`config.mk`:
```
export PLATFORM = sky130hd
export DESIGN_NAME = alu_issue_ctrl
export DESIGN_NICKNAME = d
export VERILOG_FILES = /design/src/rtl/alu_issue_ctrl.sv
export SDC_FILE = /design/constraint.sdc
export NUM_CORES = 1
export LEC_CHECK = 0
export CORE_MARGIN = 5
export CORE_UTILIZATION = 52
export CTS_CLUSTER_SIZE = 8
export DETAILED_ROUTE_END_ITERATION = 8
export DONT_BUFFER_PORTS = 1
export PLACE_DENSITY = 0.68
export SLEW_MARGIN = 20
export SYNTH_ARGS = -nofsm -noshare
export SYNTH_HDL_FRONTEND = slang
export SYNTH_SLANG_ARGS = --single-unit
```
`constraint.sdc`:
```
create_clock -name clk -period 4 [get_ports clk]
set_clock_uncertainty 0.15 [all_clocks]
set_input_delay 1 -clock clk [delete_from_list [all_inputs] [get_ports clk]]
set_output_delay 1 -clock clk [all_outputs]
set_load 0.005 [all_outputs]
```
`src/rtl/alu_issue_ctrl.sv`:
```
// Issue controller for the 32-bit combinational ALU: accept, execute one cycle, write back.
// Optional ALU_ISSUE_ILLEGAL_TRAP_EN: report illegal encodings through the writeback port.
module alu_issue_ctrl (
  input  logic        clk,
  input  logic        rst_n,
  input  logic        InstValid,
  output logic        InstReady,
  input  logic [5:0]  Opcode,
  input  logic [5:0]  Funct,
  input  logic [31:0] RsData,
  input  logic [31:0] RtData,
  input  logic [15:0] Imm,
  output logic [31:0] OP1,
  output logic [31:0] OP2,
  output logic [2:0]  ALUSel,
  input  logic [31:0] Res,
  input  logic        Z,
  output logic        WbValid,
  input  logic        WbReady,
  output logic [31:0] WbData,
  output logic        WbWrite,
  output logic        BranchTaken,
  output logic        IllegalOp
);

  // state | meaning
  // IDLE  | InstReady=1, waiting for an instruction
  // EXEC  | operands and ALUSel driven, Res/Z captured at the end of the cycle
  // DONE  | result presented on WbValid until WbReady
  typedef enum logic [1:0] {
    S_IDLE = 2'd0,
    S_EXEC = 2'd1,
    S_DONE = 2'd2
  } state_t;

  localparam logic [2:0] SEL_ADD  = 3'b000;
  localparam logic [2:0] SEL_SUB  = 3'b001;
  localparam logic [2:0] SEL_AND  = 3'b010;
  localparam logic [2:0] SEL_OR   = 3'b011;
  localparam logic [2:0] SEL_SLT  = 3'b100;
  localparam logic [2:0] SEL_NONE = 3'b111;

  localparam logic [5:0] OPC_RTYPE = 6'b000000;
  localparam logic [5:0] OPC_ADDI  = 6'b001000;
  localparam logic [5:0] OPC_SLTI  = 6'b001010;
  localparam logic [5:0] OPC_LW    = 6'b100011;
  localparam logic [5:0] OPC_SW    = 6'b101011;
  localparam logic [5:0] OPC_BEQ   = 6'b000100;

  localparam logic [5:0] FN_ADD = 6'b100000;
  localparam logic [5:0] FN_SUB = 6'b100010;
  localparam logic [5:0] FN_AND = 6'b100100;
  localparam logic [5:0] FN_OR  = 6'b100101;
  localparam logic [5:0] FN_SLT = 6'b101010;

  state_t      r_state;
  logic        r_inst_ready;
  logic [31:0] r_op1;
  logic [31:0] r_op2;
  logic [2:0]  r_alu_sel;
  logic        r_wb_valid;
  logic [31:0] r_wb_data;
  logic        r_wb_write;
  logic        r_branch;
  logic        r_pend_write;
  logic        r_pend_beq;
`ifdef ALU_ISSUE_ILLEGAL_TRAP_EN
  logic        r_illegal;
`endif

  logic        w_legal;
  logic [2:0]  w_sel;
  logic        w_use_imm;
  logic        w_wb_write;
  logic        w_is_beq;
  logic [31:0] w_imm_ext;
  logic [31:0] w_op2;

  always_comb begin
    w_legal    = 1'b1;
    w_sel      = SEL_NONE;
    w_use_imm  = 1'b0;
    w_wb_write = 1'b0;
    w_is_beq   = 1'b0;
    case (Opcode)
      OPC_RTYPE: begin
        w_wb_write = 1'b1;
        case (Funct)
          FN_ADD:  w_sel = SEL_ADD;
          FN_SUB:  w_sel = SEL_SUB;
          FN_AND:  w_sel = SEL_AND;
          FN_OR:   w_sel = SEL_OR;
          FN_SLT:  w_sel = SEL_SLT;
          default: w_legal = 1'b0;
        endcase
      end
      OPC_ADDI: begin
        w_sel      = SEL_ADD;
        w_use_imm  = 1'b1;
        w_wb_write = 1'b1;
      end
      OPC_SLTI: begin
        w_sel      = SEL_SLT;
        w_use_imm  = 1'b1;
        w_wb_write = 1'b1;
      end
      // LW writes back the computed address; the memory access happens downstream
      OPC_LW: begin
        w_sel      = SEL_ADD;
        w_use_imm  = 1'b1;
        w_wb_write = 1'b1;
      end
      OPC_SW: begin
        w_sel     = SEL_ADD;
        w_use_imm = 1'b1;
      end
      OPC_BEQ: begin
        w_sel    = SEL_SUB;
        w_is_beq = 1'b1;
      end
      default: w_legal = 1'b0;
    endcase
  end

  assign w_imm_ext = {{16{Imm[15]}}, Imm};
  assign w_op2     = w_use_imm ? w_imm_ext : RtData;

  always_ff @(posedge clk or negedge rst_n) begin
    if (!rst_n) begin
      r_state      <= S_IDLE;
      r_inst_ready <= 1'b1;
      r_op1        <= '0;
      r_op2        <= '0;
      r_alu_sel    <= SEL_NONE;
      r_wb_valid   <= 1'b0;
      r_wb_data    <= '0;
      r_wb_write   <= 1'b0;
      r_branch     <= 1'b0;
      r_pend_write <= 1'b0;
      r_pend_beq   <= 1'b0;
`ifdef ALU_ISSUE_ILLEGAL_TRAP_EN
      r_illegal    <= 1'b0;
`endif
    end else begin
      case (r_state)
        S_IDLE: begin
          if (InstValid) begin
            if (w_legal) begin
              r_state      <= S_EXEC;
              r_inst_ready <= 1'b0;
              r_op1        <= RsData;
              r_op2        <= w_op2;
              r_alu_sel    <= w_sel;
              r_pend_write <= w_wb_write;
              r_pend_beq   <= w_is_beq;
            end
`ifdef ALU_ISSUE_ILLEGAL_TRAP_EN
            else begin
              // trap skips EXEC: the ALU is never driven for an illegal encoding
              r_state      <= S_DONE;
              r_inst_ready <= 1'b0;
              r_wb_valid   <= 1'b1;
              r_wb_data    <= '0;
              r_wb_write   <= 1'b0;
              r_branch     <= 1'b0;
              r_illegal    <= 1'b1;
            end
`endif
          end
        end
        S_EXEC: begin
          r_state    <= S_DONE;
          r_op1      <= '0;
          r_op2      <= '0;
          r_alu_sel  <= SEL_NONE;
          r_wb_valid <= 1'b1;
          r_wb_data  <= Res;
          r_wb_write <= r_pend_write;
          r_branch   <= r_pend_beq & Z;
`ifdef ALU_ISSUE_ILLEGAL_TRAP_EN
          r_illegal  <= 1'b0;
`endif
        end
        S_DONE: begin
          if (WbReady) begin
            r_state      <= S_IDLE;
            r_inst_ready <= 1'b1;
            r_wb_valid   <= 1'b0;
            r_wb_write   <= 1'b0;
            r_branch     <= 1'b0;
`ifdef ALU_ISSUE_ILLEGAL_TRAP_EN
            r_illegal    <= 1'b0;
`endif
          end
        end
        default: begin
          r_state      <= S_IDLE;
          r_inst_ready <= 1'b1;
          r_op1        <= '0;
          r_op2        <= '0;
          r_alu_sel    <= SEL_NONE;
          r_wb_valid   <= 1'b0;
        end
      endcase
    end
  end

  assign InstReady   = r_inst_ready;
  assign OP1         = r_op1;
  assign OP2         = r_op2;
  assign ALUSel      = r_alu_sel;
  assign WbValid     = r_wb_valid;
  assign WbData      = r_wb_data;
  assign WbWrite     = r_wb_write;
  assign BranchTaken = r_branch;
`ifdef ALU_ISSUE_ILLEGAL_TRAP_EN
  assign IllegalOp   = r_illegal;
`else
  assign IllegalOp   = 1'b0;
`endif

endmodule

```
==> flow_metrics.py <==
metrics = {
    "global_route": {
        "grt_max_degree": 108,
        "first_global_vias": 2707,
        "grt_usage_pct": 17.6,
        "antenna_found_initial": 0,
        "grt.overflow.total": 0,
        "grt_first_pass_wirelength_um": 14500,
    },
    "worst_setup_path": {
        "crit_chain": "and3_1 > o21a_1 > a211o_1 > a31oi_4 > buf_4 > a22o_1",
        "crit_fanout": 32,
        "crit_buf_inv": 1,
        "cp.arrival_ns": 3.02,
        "required_ns": 4.13,
        "slowest_stage": "a31oi_4",
        "cp_slowest_stage_delay_ns": 0.64,
        "worstSetupPathType": "primary input to flop",
        "worst_setup_path_start_kind": "primary input",
        "cp_top_family": "compound AO/OA/AOI/OAI gates",
        "endpoint_kind": "flop",
    },
    "pwr": {
        "vdd_ir_drop_max_mv": 0.275,
        "p_leak_nw": 2.20,
        "power.density_nw_per_um2": 568,
    },
    "logic_synthesis": {
        "syn_nets": 471,
        "yosysUniqueCellTypes": 41,
        "synth_seq_area_share_pct": 59.7,
        "synthCells": 342,
        "yosysWarnings": 0,
        "syn_area_sq_um": 4500,
        "avgSynthCellArea_sq_um": 13.1,
        "ys_ff_latch": 107,
    },
    "clock_tree": {
        "cts_buffer_depth": 2,
        "cts.clk_slew.worst_paths_ns": 0.10,
        "cts_tree": "yes",
        "clock-sinks": 107,
        "h-tree-depth": 3,
        "hold_buffers": 0,
        "cts_root_buffer": "clkbuf_8",
        "cts.repair.resized": 0,
        "cts_buffers": 9,
        "worstSkewPairLatency_ns": 0.36,
        "cts_setup_buffers": 0,
    },
    "sta": {
        "fmax_ghz": 0.346,
        "period_share_pct": 72.3,
        "setup_viol": 0,
        "period_minus_slack_ns": 2.89,
        "rsz0062_at_grt": "no",
        "worst_slew_pin_slew_ns": 0.720,
        "hold-worst-slack_ns": 0.178,
        "slew_headroom_pct": 52.0,
        "final_max_slew_viol_count": 0,
        "setup-tns-final_ns": 0,
        "hold_violations": 0,
    },
    "finish": {
        "final_cell_count_no_fill": 447,
        "area_growth_pct": 5.84,
        "fillers": 704,
        "drive_gt1_share_pct": 24.2,
        "most-common-layout-cells": "dfrtp_1, mux2_2, a22o_1",
        "final_common_cell": "dfrtp_1",
        "diodes": 0,
        "nets": 463,
    },
    "routing": {
        "drcViolationCount": 0,
        "first_pass_iters": 4,
        "wl_per_cell_um": 22.2,
        "finalWirelength_um": 9900,
        "avgViaCountPerCell": 6.09,
        "drt_iter0_markers": 119,
        "ant_nets": 0,
        "vias": 2723,
    },
    "place": {
        "gp_congestion": 0.783,
        "dpl.cell_count": 431,
        "dp_hpwl_um": 7140,
        "portBuffers": 0,
    },
    "die": {
        "die_w_um": 103,
        "die_h_um": 103,
        "die_area_sq_um": 10600,
        "core_sq_um": 8590,
        "io_pins": 233,
        "rows": 34,
        "initial_core_util_pct": 52.3,
    },
    "job": {
        "cap_violations": 0,
    },
    "hold_path": {
        "hold_class": "primary input to asynchronous set/reset pin",
    },
    "run_status": {
        "status": "finished clean",
    },
}
cells by family (layout without fill, tap and decap cells):
group	after synthesis	in the layout	share of synthesized area, %
DFF	107	107	59.7
AOI/OAI and AO/OA	87	87	14.9
muxes	67	67	16.3
and+or+nand+nor	50	50	5.45
buffers and inverters	30	27	3.64
other	1	1	0.0834
registers in the layout, indices dropped and copies added, names as in the netlist:
signal        count
OP1              32
OP2              32
WbData           32
ALUSel            3
r_state           2
BranchTaken       1
InstReady         1
WbValid           1
WbWrite           1
r_pend_beq        1
r_pend_write      1
final cells by class:
| cell class | instances | area (sq um) | share of cell area (%) |
|---|---|---|---|
| Sequential cell | 107 | 2680 | 56.4 |
| Multi-Input combinational cell | 205 | 1660 | 34.8 |
| Clock buffer | 11 | 141 | 2.97 |
| Tap cell | 108 | 135 | 2.84 |
| Clock inverter | 5 | 83.8 | 1.76 |
| Timing Repair Buffer | 5 | 37.5 | 0.789 |
| Inverter | 6 | 22.5 | 0.473 |
per-layer routing:
layer | vias up | wire length, um | track usage (%)
li1 | 1227 | - | -
met1 | 1319 | 3820 | 22.4
met2 | 161 | 4640 | 27.0
met3 | 16 | 1260 | 7.65
met4 | 0 | 184 | 6.08
met5 | - | 0 | 0
synth_stat cells, drive strengths merged:
cell | number | area share (%)
a2111oi | 1 | 0.19
a211o | 1 | 0.19
a21boi | 1 | 0.17
a21oi | 22 | 2.4
a221oi | 1 | 0.19
a22o | 32 | 6.2
a22oi | 1 | 0.17
a31o | 1 | 0.19
a31oi | 1 | 0.47
and2 | 1 | 0.14
and3 | 3 | 0.42
buf | 18 | 2.6
clkbuf | 6 | 0.50
conb | 1 | 0.083
dfrtp | 103 | 57
dfstp | 4 | 2.3
inv | 6 | 0.50
mux2 | 50 | 13
mux2i | 17 | 3.8
nand2 | 7 | 0.58
nand2b | 3 | 0.42
nand3 | 4 | 0.56
nor2 | 22 | 1.8
nor2b | 4 | 0.56
nor3 | 2 | 0.22
nor3b | 2 | 0.45
o21a | 2 | 0.33
o21ai | 4 | 0.44
o22ai | 1 | 0.14
o2bb2ai | 17 | 3.3
o31ai | 1 | 0.17
o41ai | 1 | 0.19
or2 | 1 | 0.14
or3 | 1 | 0.14
power breakdown:
part	internal [mW]	leakage [nW]	switching [mW]
sequential	1.38	1.35	0.245
clock	0.373	0.106	0.357
combinational	0.231	0.741	0.120
total	1.98	2.20	0.722
metrics by stage:
stage	total power, mW	setup slack [ns]	util (%)	cell area (sq um)
final	2.70	1.11	55.4	4760
after CTS	2.74	1.13	55.4	4760
after floorplan	1.88	1.37	-	4500
after global routing	2.85	1.05	55.4	4760
after global placement	1.99	0.820	52.8	4530
after detailed placement	2.01	0.742	52.8	4530
final timing paths:
check / startpoint / to / cells after the start / slack [ns]
hold reg to reg: ALUSel[2] / ALUSel[2] / 2 / 0.34
max in group asynchronous: rst_n / ALUSel[2] / 0 / 3.29
setup / recovery: Opcode[5] / OP1[5] / 6 / 1.11
setup reg to reg: r_state[1] / OP1[5] / 4 / 1.91
hold / removal: rst_n / WbData[19] / 0 / 0.18
min in group clk: ALUSel[2] / ALUSel[2] / 2 / 0.34
Note: power is estimated with default switching activity, not from simulation.
==> variant 1, RTL diff (same settings) <==
The option `ALU_ISSUE_ILLEGAL_TRAP_EN` is turned on by a define.
--- a/src/rtl/alu_issue_ctrl.sv
+++ b/src/rtl/alu_issue_ctrl.sv
@@ -1,5 +1,7 @@
 // Issue controller for the 32-bit combinational ALU: accept, execute one cycle, write back.
 // Optional ALU_ISSUE_ILLEGAL_TRAP_EN: report illegal encodings through the writeback port.
+`define ALU_ISSUE_ILLEGAL_TRAP_EN
+
 module alu_issue_ctrl (
   input  logic        clk,
   input  logic        rst_n,
Formal check against the unedited RTL: not equivalent (a bounded check fails within 4 cycles, from zero or initial values and one cycle with rst_n low).
==> variant 1 against the unedited design <==
- power down 3.5%
- largest power group unchanged
- sequential power fell by 13%
- worst setup slack better by 0.028 ns
- combinational power grew 44%
- sequential cell count up 1
- cell area is 0.92% higher
- largest cell class unchanged
- global-route usage is 0.87 points higher
- critical endpoint is now WbData[10]$_DFFE_PN0P_
- routed wire length up 6.6%
- area after synthesis is 0.42% higher
==> variant 1: results (changes against the unedited design) <==
stage;metric;value;unit;change
logic_synthesis;ys_types;48;;was 41
logic_synthesis;ys_seq_area_frac;0.600;;was 0.597
clock_network;root_buffer;clkbuf_8;;unchanged
critical_path;crit_arrival;2.97;ns;was 3.02 ns
grt;grt_max_degree;109;;was 108
routing;route.met2.wl;5050;um;was 4640 um
power;leakagePower;2.29;nW;was 2.20 nW
placed_design;hpwl;7820;um;was 7140 um
grt;grt-busiest-layer;met2;;unchanged
run;maxCapViolCount;0;;unchanged
critical_path;rr_worst_depth;7;;was 4
clock_network;cts_num_sinks;108;;was 107
routing;viasPerCell;6.29;;was 6.09
routing;first_iter_violations;113;;was 119
logic_synthesis;synth_commonest_cells;dfrtp_1 (104), a22o_1 (65), o2bb2ai_1 (33);;was dfrtp_1 (103), mux2_2 (50), a22o_1 (32)
layout;multi_input_gates;202;;was 205
critical_path;crit_end;WbData[10]$_DFFE_PN0P_;;was OP1[5]$_DFFE_PN0P_
layout;final-clk-cell-share;0.0456;;was 0.0473
sta;slew_headroom;0.343;;was 0.520
placed_design;dp.cells;435;;was 431
layout;inv_count;10;;was 6
power;peakVddDrop;310;uV;was 275 uV
layout;layout-drive-gt1-share;0.102;;was 0.242
critical_path;cpMaxStageDelayCell;a41o_1;;was a31oi_4
grt;grtUsageMet1;0.220;;was 0.224
critical_path;rrSetupSlack;1.66;ns;was 1.91 ns
logic_synthesis;synthTopCellsByArea;dfrtp_1 (58%), a22o_1 (13%), o2bb2ai_1 (6.4%), mux2i_1 (4.0%), a21oi_1 (2.4%);;was dfrtp_1 (57%), mux2_2 (13%), a22o_1 (6.2%), mux2i_1 (3.8%), o2bb2ai_1 (3.3%)
placed_design;placedInstanceArea;4580;um2;was 4530 um2
sta;hold_slack;0.162;ns;was 0.178 ns
sta;min_period_over_period;0.716;;was 0.723
logic_synthesis;syn_avg_cell_area;13.1;um2;about the same
placed_design;place.gp.congestion;0.803;;was 0.783
logic_synthesis;synth.net_count;478;;was 471
grt;gr-usage-met3;0.0872;;was 0.0765
placed_design;pre_cts_slack;0.761;ns;was 0.742 ns
layout;n_fill_cell;701;;was 704
layout;final_core_util;0.559;;was 0.554
layout;multi_input_area_share;0.344;;was 0.348
layout;nonClockBufferCount;7;;was 5
layout;instances_no_fill;451;;was 447
layout;regArea;2710;um2;was 2680 um2
grt;grt_usage;0.185;;was 0.176
worst_hold_path;hold_path_class;in -> async;;unchanged
clock_network;h-tree-depth;3;;unchanged
layout;n_clock_buffer;9;;was 11
routing;wl_met1;3990;um;was 3820 um
critical_path;worstReg2RegEnd;BranchTaken$_DFFE_PN0P_;;was OP1[5]$_DFFE_PN0P_
routing;wl_met3;1350;um;was 1260 um
critical_path;reg2reg_from;r_state[0]$_DFFE_PN0P_;;was r_state[1]$_DFFE_PN0P_
critical_path;crit_start;Funct[2];;was Opcode[5]
grt;grt_pass1_vias;2816;;was 2707
run_status;outcome;completed;;unchanged
grt;grt_util_met2;0.295;;was 0.270
layout;diodes;0;;unchanged
logic_synthesis;synth_cells;346;;was 342
-- variant 1: cell types whose count changed in the layout (fill, tap and decap cells not counted), moves of 3 or more --
cell | before | now
mux2_2 | 50 | 1
a22o_1 | 32 | 65
o2bb2ai_1 | 17 | 33
nor2_1 | 22 | 8
inv_1 | 5 | 10
clkinv_4 | 0 | 3
ha_1 | 0 | 3
-- variant 1: report_power, final --
part	switching [W]	total, W	internal [W]
logic	0.000307	0.000507	0.000200
registers	0.000145	0.00141	0.00126
clock network	0.000386	0.000693	0.000307
total	0.000839	0.00261	0.00177
-- variant 1: cell families (layout without fill, tap and decap cells) --
| kind of cell | Yosys count | after routing | share of synthesized area |
|---|---|---|---|
| and+or+nand+nor | 38 | 38 | 0.0510 |
| buffers and inverters | 36 | 33 | 0.0405 |
| muxes | 19 | 19 | 0.0424 |
| AOI/OAI and AO/OA | 142 | 142 | 0.258 |
| DFF | 108 | 108 | 0.600 |
| adders and majority gates | 3 | 3 | 0.00831 |
==> variant 2, RTL diff (same flow settings) <==
Made on the original files. Encoding of `state_t`: now one-hot (3 bits for 3 states).
--- a/src/rtl/alu_issue_ctrl.sv
+++ b/src/rtl/alu_issue_ctrl.sv
@@ -27,10 +27,10 @@
   // IDLE  | InstReady=1, waiting for an instruction
   // EXEC  | operands and ALUSel driven, Res/Z captured at the end of the cycle
   // DONE  | result presented on WbValid until WbReady
-  typedef enum logic [1:0] {
-    S_IDLE = 2'd0,
-    S_EXEC = 2'd1,
-    S_DONE = 2'd2
+  typedef enum logic [2:0] {
+    S_IDLE = 3'b001,
+    S_EXEC = 3'b010,
+    S_DONE = 3'b100
   } state_t;
 
   localparam logic [2:0] SEL_ADD  = 3'b000;
Check against the original RTL: no difference found for any inputs over 4 cycles, from zero or initial values and one cycle with rst_n low; so few cycles prove little.
==> variant 2 against the unedited design <==
- combinational power down 35%
- area after synthesis grew 0.45%
- power fell by 13%
- highest routed layer unchanged
- global-route usage up 1.4 points
- sequential cell count grew 1
- largest cell class unchanged
- cell area is 0.58% lower
- routed wire length grew 5.5%
- sequential power is 12% lower
- critical endpoint is now OP1[31]$_DFFE_PN0P_
- worst setup slack improved by 0.36 ns
==> variant 2: results (changes against the unedited design) <==
stage;metric;value;unit;change
logic_synthesis;ys_warn_count;0;;unchanged
layout;final_net_count;520;;was 463
routing;top_layer_used;met4;;unchanged
routing;wl_per_cell;20.7;um;was 22.2 um
routing;firstDrtPassIters;4;;unchanged
grt;grt_usage;0.190;;was 0.176
placed_design;portBuffers;0;;unchanged
critical_path;cpMaxStageDelayCell;or4_4;;was a31oi_4
power;leakagePower;2.20;nW;about the same
logic_synthesis;ys_types;41;;unchanged
routing;wl_met1;4000;um;was 3820 um
logic_synthesis;synth.net_count;532;;was 471
clock_network;ctsResizeCount;0;;unchanged
logic_synthesis;synth_cells;403;;was 342
clock_network;cts_setup_buffers;0;;unchanged
clock_network;cts.clk_slew.worst_paths;0.10;ns;about the same
logic_synthesis;synth-main-ff-cell;dfrtp_1;;unchanged
placed_design;pre_cts_slack;1.12;ns;was 0.742 ns
grt;grt_max_degree;109;;was 108
grt;antenna_found_initial;0;;unchanged
critical_path;worst_path_largest_cell_delay;0.55;ns;was 0.64 ns
worst_hold_path;hold_path_class;in -> async;;unchanged
placed_design;hpwl;7670;um;was 7140 um
critical_path;crit_arrival;2.67;ns;was 3.02 ns
power;p_int;0.00174;W;was 0.00198 W
sta;max_slew.worst_pin.slew;1.06;ns;was 0.720 ns
routing;drt-total-wl;10500;um;was 9900 um
layout;diodes;0;;unchanged
clock_network;root_buffer;clkbuf_8;;unchanged
logic_synthesis;synthTopCellsByArea;dfrtp_1 (57%), nand2_1 (8.6%), a22o_1 (6.4%), o2bb2ai_1 (6.0%), mux2i_1 (3.5%);;was dfrtp_1 (57%), mux2_2 (13%), a22o_1 (6.2%), mux2i_1 (3.8%), o2bb2ai_1 (3.3%)
critical_path;cp_max_fo;36;;was 32
routing;first_iter_violations;149;;was 119
run_status;outcome;completed;;unchanged
critical_path;crit_family;simple AND/OR/NAND/NOR gates;;was compound AO/OA/AOI/OAI gates
logic_synthesis;synth-async-reset-ratio;1.00;;unchanged
clock_network;h-tree-depth;3;;unchanged
layout;layout-drive-gt1-share;0.0985;;was 0.242
routing;viasPerCell;5.89;;was 6.09
grt;grt_pass1_wl;15600;um;was 14500 um
routing;route.met2.wl;4920;um;was 4640 um
clock_network;cts_made_buffers;9;;unchanged
grt;grt_pass1_vias;2943;;was 2707
placed_design;placedInstanceArea;4510;um2;was 4530 um2
placed_design;dp.cells;488;;was 431
logic_synthesis;ys_seq_area_frac;0.600;;was 0.597
placed_design;place.gp.congestion;0.796;;was 0.783
logic_synthesis;synth_commonest_cells;nand2_1 (104), dfrtp_1 (103), a22o_1 (33);;was dfrtp_1 (103), mux2_2 (50), a22o_1 (32)
routing;wl_met3;1330;um;was 1260 um
clock_network;cts.path.max_buffers;2;;unchanged
clock_network;clock_latency;0.35;ns;
power;peakVddDrop;169;uV;was 275 uV
[variant 2: cell types whose count changed in the layout (fill, tap and decap cells not counted), sizes merged, moves of 3 or more]
cell / delta
nand2: +97
o2bb2ai: +15
mux2: -50
a21oi: +3
nor2: -10
nand2b: +5
nand3: -4
[variant 2: layout make-up]
type	count	area, um2
Fill cell	739	3860
Sequential cell	108	2710
Multi-Input combinational cell	261	1610
Clock buffer	11	151
Tap cell	108	135
Clock inverter	5	67.6
Timing Repair Buffer	4	30.0
Inverter	7	26.3
[variant 2: logic make-up after synthesis]
kind of cell	count (synthesis)	share of synthesized area
other	1	0.000830
buffers and inverters	34	0.0465
and+or+nand+nor	137	0.130
DFF	108	0.600
muxes	16	0.0355
AOI/OAI and AO/OA	107	0.188
[variant 2: worst paths after layout]
kind,slack (ns),startpoint,cells past startpoint,end
min in group clk,0.34,InstReady$_DFFE_PN1P_,2,InstReady$_DFFE_PN1P_
setup / recovery,1.47,Opcode[0],5,OP1[31]$_DFFE_PN0P_
hold / removal,0.18,rst_n,0,WbData[3]$_DFFE_PN0P_
hold reg to reg,0.34,InstReady$_DFFE_PN1P_,2,InstReady$_DFFE_PN1P_
max in group asynchronous,3.30,rst_n,0,ALUSel[0]$_DFFE_PN1P_
setup reg to reg,1.78,r_state[1]$_DFFE_PN0P_,5,OP1[31]$_DFFE_PN0P_
[variant 2: metal layers]
layer,track usage,up-vias
li1,-,1384
met1,0.240,1412
met2,0.294,155
met3,0.0744,16
met5,0,-
met4,0.0797,0
[variant 2: power groups by stage]
stage               combinational (W)  sequential [W]  clock [W]
floorplan                    0.000210         0.00140          0
global placement             0.000217         0.00146          0
detailed placement           0.000232         0.00146          0
CTS                          0.000231         0.00144   0.000720
global route                 0.000257         0.00146   0.000768
finish                       0.000228         0.00143   0.000701
